$ cat config.mk
export PLATFORM = sky130hd
export DESIGN_NAME = fetch_ctrl
export DESIGN_NICKNAME = d
export VERILOG_FILES = /design/src/rtl/fetch_ctrl.sv
export SDC_FILE = /design/constraint.sdc
export NUM_CORES = 1
export LEC_CHECK = 0
export CORE_ASPECT_RATIO = 1.5
export CORE_MARGIN = 2
export CORE_UTILIZATION = 45
export DETAILED_ROUTE_END_ITERATION = 8
export GPL_TIMING_DRIVEN = 0
export PLACE_DENSITY = 0.81
export SYNTH_ARGS = -nofsm -noshare
export SYNTH_HDL_FRONTEND = slang
export SYNTH_SLANG_ARGS = --single-unit
$ cat constraint.sdc
create_clock -name CLK -period 2.8 [get_ports CLK]
set_clock_uncertainty 0.1 [all_clocks]
set_input_delay 0.56 -clock CLK [delete_from_list [all_inputs] [get_ports CLK]]
set_output_delay 0.56 -clock CLK [all_outputs]
set_load 0.03 [all_outputs]
$ cat src/rtl/fetch_ctrl.sv
// ============================================================================
// fetch_ctrl : PC owner and instruction-fetch sequencer (req/ready to memory,
//              valid/ready to decode). Optional perf counters: FETCH_PERF_CNT_EN
// Revision   : 1.0
// ============================================================================
`default_nettype none

module fetch_ctrl #(
   parameter int               ADDR_W      = 32,
   parameter logic [ADDR_W-1:0] BOOT_ADDR  = '0,
   parameter int               PC_STEP     = 4,
   parameter logic [5:0]       HALT_OPCODE = 6'h3F
) (
   input  logic              CLK,
   input  logic              reset,
   input  logic              start,
   input  logic              redirect,
   input  logic [ADDR_W-1:0] redirect_pc,
   output logic              mem_req,
   output logic [ADDR_W-1:0] mem_addr,
   input  logic [31:0]       mem_rdata,
   input  logic              mem_ready,
   output logic              inst_valid,
   output logic [31:0]       inst,
   output logic [ADDR_W-1:0] inst_pc,
   input  logic              inst_ready,
   output logic              halted
`ifdef FETCH_PERF_CNT_EN
   ,
   output logic [31:0]       fetch_count,
   output logic [31:0]       stall_count
`endif
);

   typedef enum logic [1:0] {
      ST_IDLE  = 2'd0,
      ST_FETCH = 2'd1,
      ST_HOLD  = 2'd2,
      ST_HALT  = 2'd3
   } state_t;

   localparam logic [ADDR_W-1:0] c_step  = ADDR_W'(PC_STEP);
   localparam logic [ADDR_W-1:0] c_align = ~(c_step - ADDR_W'(1));

   state_t              r_state, w_state_nxt;
   logic [ADDR_W-1:0]   r_pc, w_pc_nxt;
   logic                w_load;
   logic [ADDR_W-1:0]   w_redir_pc;

   assign w_redir_pc = redirect_pc & c_align;
   assign mem_addr   = r_pc;

   // Redirect outranks everything, including a same-cycle memory response
   // or downstream acceptance.
   always_comb begin
      w_state_nxt = r_state;
      w_pc_nxt    = r_pc;
      w_load      = 1'b0;
      case (r_state)
         ST_IDLE: begin
            if (start) w_state_nxt = ST_FETCH;
         end
         ST_FETCH: begin
            if (redirect) begin
               w_pc_nxt = w_redir_pc;
            end else if (mem_ready) begin
               w_load      = 1'b1;
               w_state_nxt = ST_HOLD;
            end
         end
         ST_HOLD: begin
            if (redirect) begin
               w_pc_nxt    = w_redir_pc;
               w_state_nxt = ST_FETCH;
            end else if (inst_ready) begin
               if (inst[31:26] == HALT_OPCODE) begin
                  w_state_nxt = ST_HALT;
               end else begin
                  w_pc_nxt    = r_pc + c_step;
                  w_state_nxt = ST_FETCH;
               end
            end
         end
         ST_HALT: begin
            if (redirect) begin
               w_pc_nxt    = w_redir_pc;
               w_state_nxt = ST_FETCH;
            end
         end
         default: w_state_nxt = ST_IDLE;
      endcase
   end

   always_ff @(posedge CLK or negedge reset) begin
      if (!reset) begin
         r_state    <= ST_IDLE;
         r_pc       <= BOOT_ADDR;
         mem_req    <= 1'b0;
         inst_valid <= 1'b0;
         halted     <= 1'b0;
      end else begin
         r_state    <= w_state_nxt;
         r_pc       <= w_pc_nxt;
         mem_req    <= (w_state_nxt == ST_FETCH);
         inst_valid <= (w_state_nxt == ST_HOLD);
         halted     <= (w_state_nxt == ST_HALT);
      end
   end

   always_ff @(posedge CLK or negedge reset) begin
      if (!reset) begin
         inst    <= '0;
         inst_pc <= '0;
      end else if (w_load) begin
         inst    <= mem_rdata;
         inst_pc <= r_pc;
      end
   end

`ifdef FETCH_PERF_CNT_EN
   always_ff @(posedge CLK or negedge reset) begin
      if (!reset) begin
         fetch_count <= '0;
         stall_count <= '0;
      end else begin
         if (inst_valid && inst_ready && (fetch_count != '1))
            fetch_count <= fetch_count + 32'd1;
         if ((r_state == ST_FETCH) && !mem_ready && (stall_count != '1))
            stall_count <= stall_count + 32'd1;
      end
   end
`endif

endmodule

`default_nettype wire

==> results.yml <==
outcome:
  outcome: "complete, no violations"
power:
  ir_drop_uv: 644
  power.density_mw_per_mm2: 984
  post-layout-total-power_w: 0.00653
  power.leakage_nw: 2.62
yosys:
  ys_warn_count: 0
  synthArstFlopShare: 1.00
  synthesis.area_mm2: 0.00453
  synth_edf_count: 0
  seq_area_frac_synth: 0.536
  ys_seq_elements: 97
  syn_area_per_cell_um2: 11.3
  ys.flop_type: "dfrtp_1"
  syn_inst: 402
  ys_types: 47
finish:
  drive_gt1_frac: 0.187
  nets: 649
  antenna_cells: 0
  finalNonFillerCells: 698
  area_growth_pct: 46.5
  fin_util: 0.681
floorplan:
  dieArea_mm2: 0.0109
  initial_core_util: 0.465
  core_area_mm2: 0.00974
  die_y_um: 127
  die_x_um: 85.9
  io_pins: 169
  rows: 44
sta:
  hold_viol: 0
  worst_pin_slew_ns: 0.664
  maxSlewHeadroom: 0.555
  report.final.slew_viol_count: 0
  rsz0062_at_grt: "false"
  setup_tns_ns: 0
  fin_crit_ns: 2.38
  max_freq_mhz: 419
  setup_viol: 0
  fin_crit_sh: 0.852
cts:
  cts_resized: 0
  cts_root_buffer: "clkbuf_16"
  cts_buffer_depth: 2
  clk_pin_slew_worst_paths_ns: 0.07
  cts_buffers: 9
  htreeDepth: 3
  post_cts_buffers: 0
  hold_buffers: 0
  clock-sinks: 97
  cts_tree: "done"
  clock_insertion_delay_worst_skew_ns: 0.34
route:
  wl_per_cell_um: 18.7
  totalWireLength_mm: 13.0
  drtIter0Drc: 192
  postRouteAntennaNets: 0
  drc: 0
  viasPerCell: 5.74
  route.vias.total: 4008
  drt-pass1-iter-count: 5
critical_path:
  path_class: "reg -> reg"
  worstPathRequired_ns: 2.95
  path_max_fanout: 7
  endpoint_kind: "flip-flop"
  crit_path_start: "mem_addr[3]"
  critPathArrivalTime_ns: 2.53
  cp-start-kind: "flip-flop"
  crit-reg2reg-launch: "mem_addr[3]"
global_routing:
  antenna_found_initial: 0
  grt_pass1_wl_mm: 20.7
  grt_max_degree: 61
  grt_usage: 0.240
  grt_pass1_vias: 4136
  grt_overflow: 0
place:
  port_buffers: 161
  routabilityCongestion: 0.902
  dp_cells: 682
  hpwlAfterDp_mm: 9.59
worst_hold_path:
  hp-class: "in -> async"
job:
  maxCapViolCount: 0
==> worst max-delay path, stage by stage (launching register included) <==
cell	delay, ns
dfrtp_1	0.49
ha_1	0.30
nand4_1	0.26
nor3_2	0.48
and3_1	0.34
a311oi_1	0.12
a211oi_1	0.19
==> sequential cells by signal, summed over array words and instances, names as in the netlist <==
signal and flops:
inst 32, inst_valid 1, mem_req 1, halted 1, inst_pc 30, mem_addr 30, r_state 2
==> path summary, 6_finish.rpt <==
path                                 to  slack [ns]  depth (start not counted)
max reg2reg                mem_addr[28]        0.42                          6
min                            inst[21]        0.09                          1
max                        mem_addr[28]        0.42                          6
max in group asynchronous   inst_pc[23]        1.84                          2
min reg2reg                    inst[18]        0.41                          1
min in group CLK               inst[18]        0.41                          1
==> cell usage in the layout (no fill, tap or decap), types with 10 or more instances in the layout <==
cell type          n
dfrtp_1           97
clkdlybuf4s50_1  160
buf_2             14
nand3_1           19
nor2_1            20
a21oi_1           36
mux2_2            62
o21ai_0           16
nor3_1            10
nand4_1           12
nand2_1           28
==> power by group <==
group / switching [W] / leakage [nW] / internal (W)
combinational: 0.00165 / 1.36 / 0.00135
sequential: 0.000400 / 1.11 / 0.00188
clock: 0.000532 / 0.153 / 0.000720
total: 0.00258 / 2.62 / 0.00394
==> cell usage after synthesis (4+ instances only) <==
| cell | count | area share |
|---|---|---|
| nand4_1 | 12 | 0.017 |
| o22ai_1 | 8 | 0.011 |
| a21o_1 | 4 | 0.0066 |
| o21ai_0 | 16 | 0.018 |
| nor2_1 | 20 | 0.017 |
| buf_2 | 14 | 0.015 |
| a21oi_1 | 36 | 0.040 |
| nand3_1 | 19 | 0.021 |
| nor3_1 | 12 | 0.013 |
| buf_4 | 5 | 0.0083 |
| nor4_1 | 4 | 0.0055 |
| dfrtp_1 | 97 | 0.54 |
| nand2_1 | 28 | 0.023 |
| a2bb2oi_1 | 8 | 0.015 |
| mux2_2 | 62 | 0.15 |
| and3_1 | 4 | 0.0055 |
| clkbuf_1 | 9 | 0.0075 |
==> stage by stage <==
stage	instance area [um2]	hold WS [ns]	setup WS, ns
detailed placement	6320	0.395	-0.244
CTS	6630	0.101	0.103
global route	6640	0.141	0.198
finish	6640	0.0920	0.415
global placement	6290	0.387	-2.49
floorplan	4540	0.164	0.587
==> routing by layer <==
metal | share of wire | track usage | wire, um | vias to the layer above
li1 | - | - | - | 1824
met1 | 0.39 | 0.292 | 5090 | 1976
met2 | 0.52 | 0.414 | 6820 | 187
met3 | 0.064 | 0.0410 | 837 | 21
met4 | 0.022 | 0.101 | 286 | 0
met5 | 0 | 0 | 0 | -
==> cells by family after synthesis <==
group / share of synthesized area
multiplexers: 0.161
buffers and inverters: 0.0354
flip-flops: 0.536
AO/OA/AOI/OAI: 0.141
other: 0.000828
AND/OR/NAND/NOR: 0.123
adder cells (fa/ha/maj): 0.00276
==> cell type report <==
cell class	count	area (um2)
Buffer	29	153
Clock buffer	10	239
Clock inverter	6	66.3
Fill cell	745	3110
Inverter	2	7.51
Multi-Input combinational cell	277	1960
Sequential cell	97	2430
Tap cell	115	144
Timing Repair Buffer	162	1640
No activity file was read; power rests on OpenSTA's default activity.
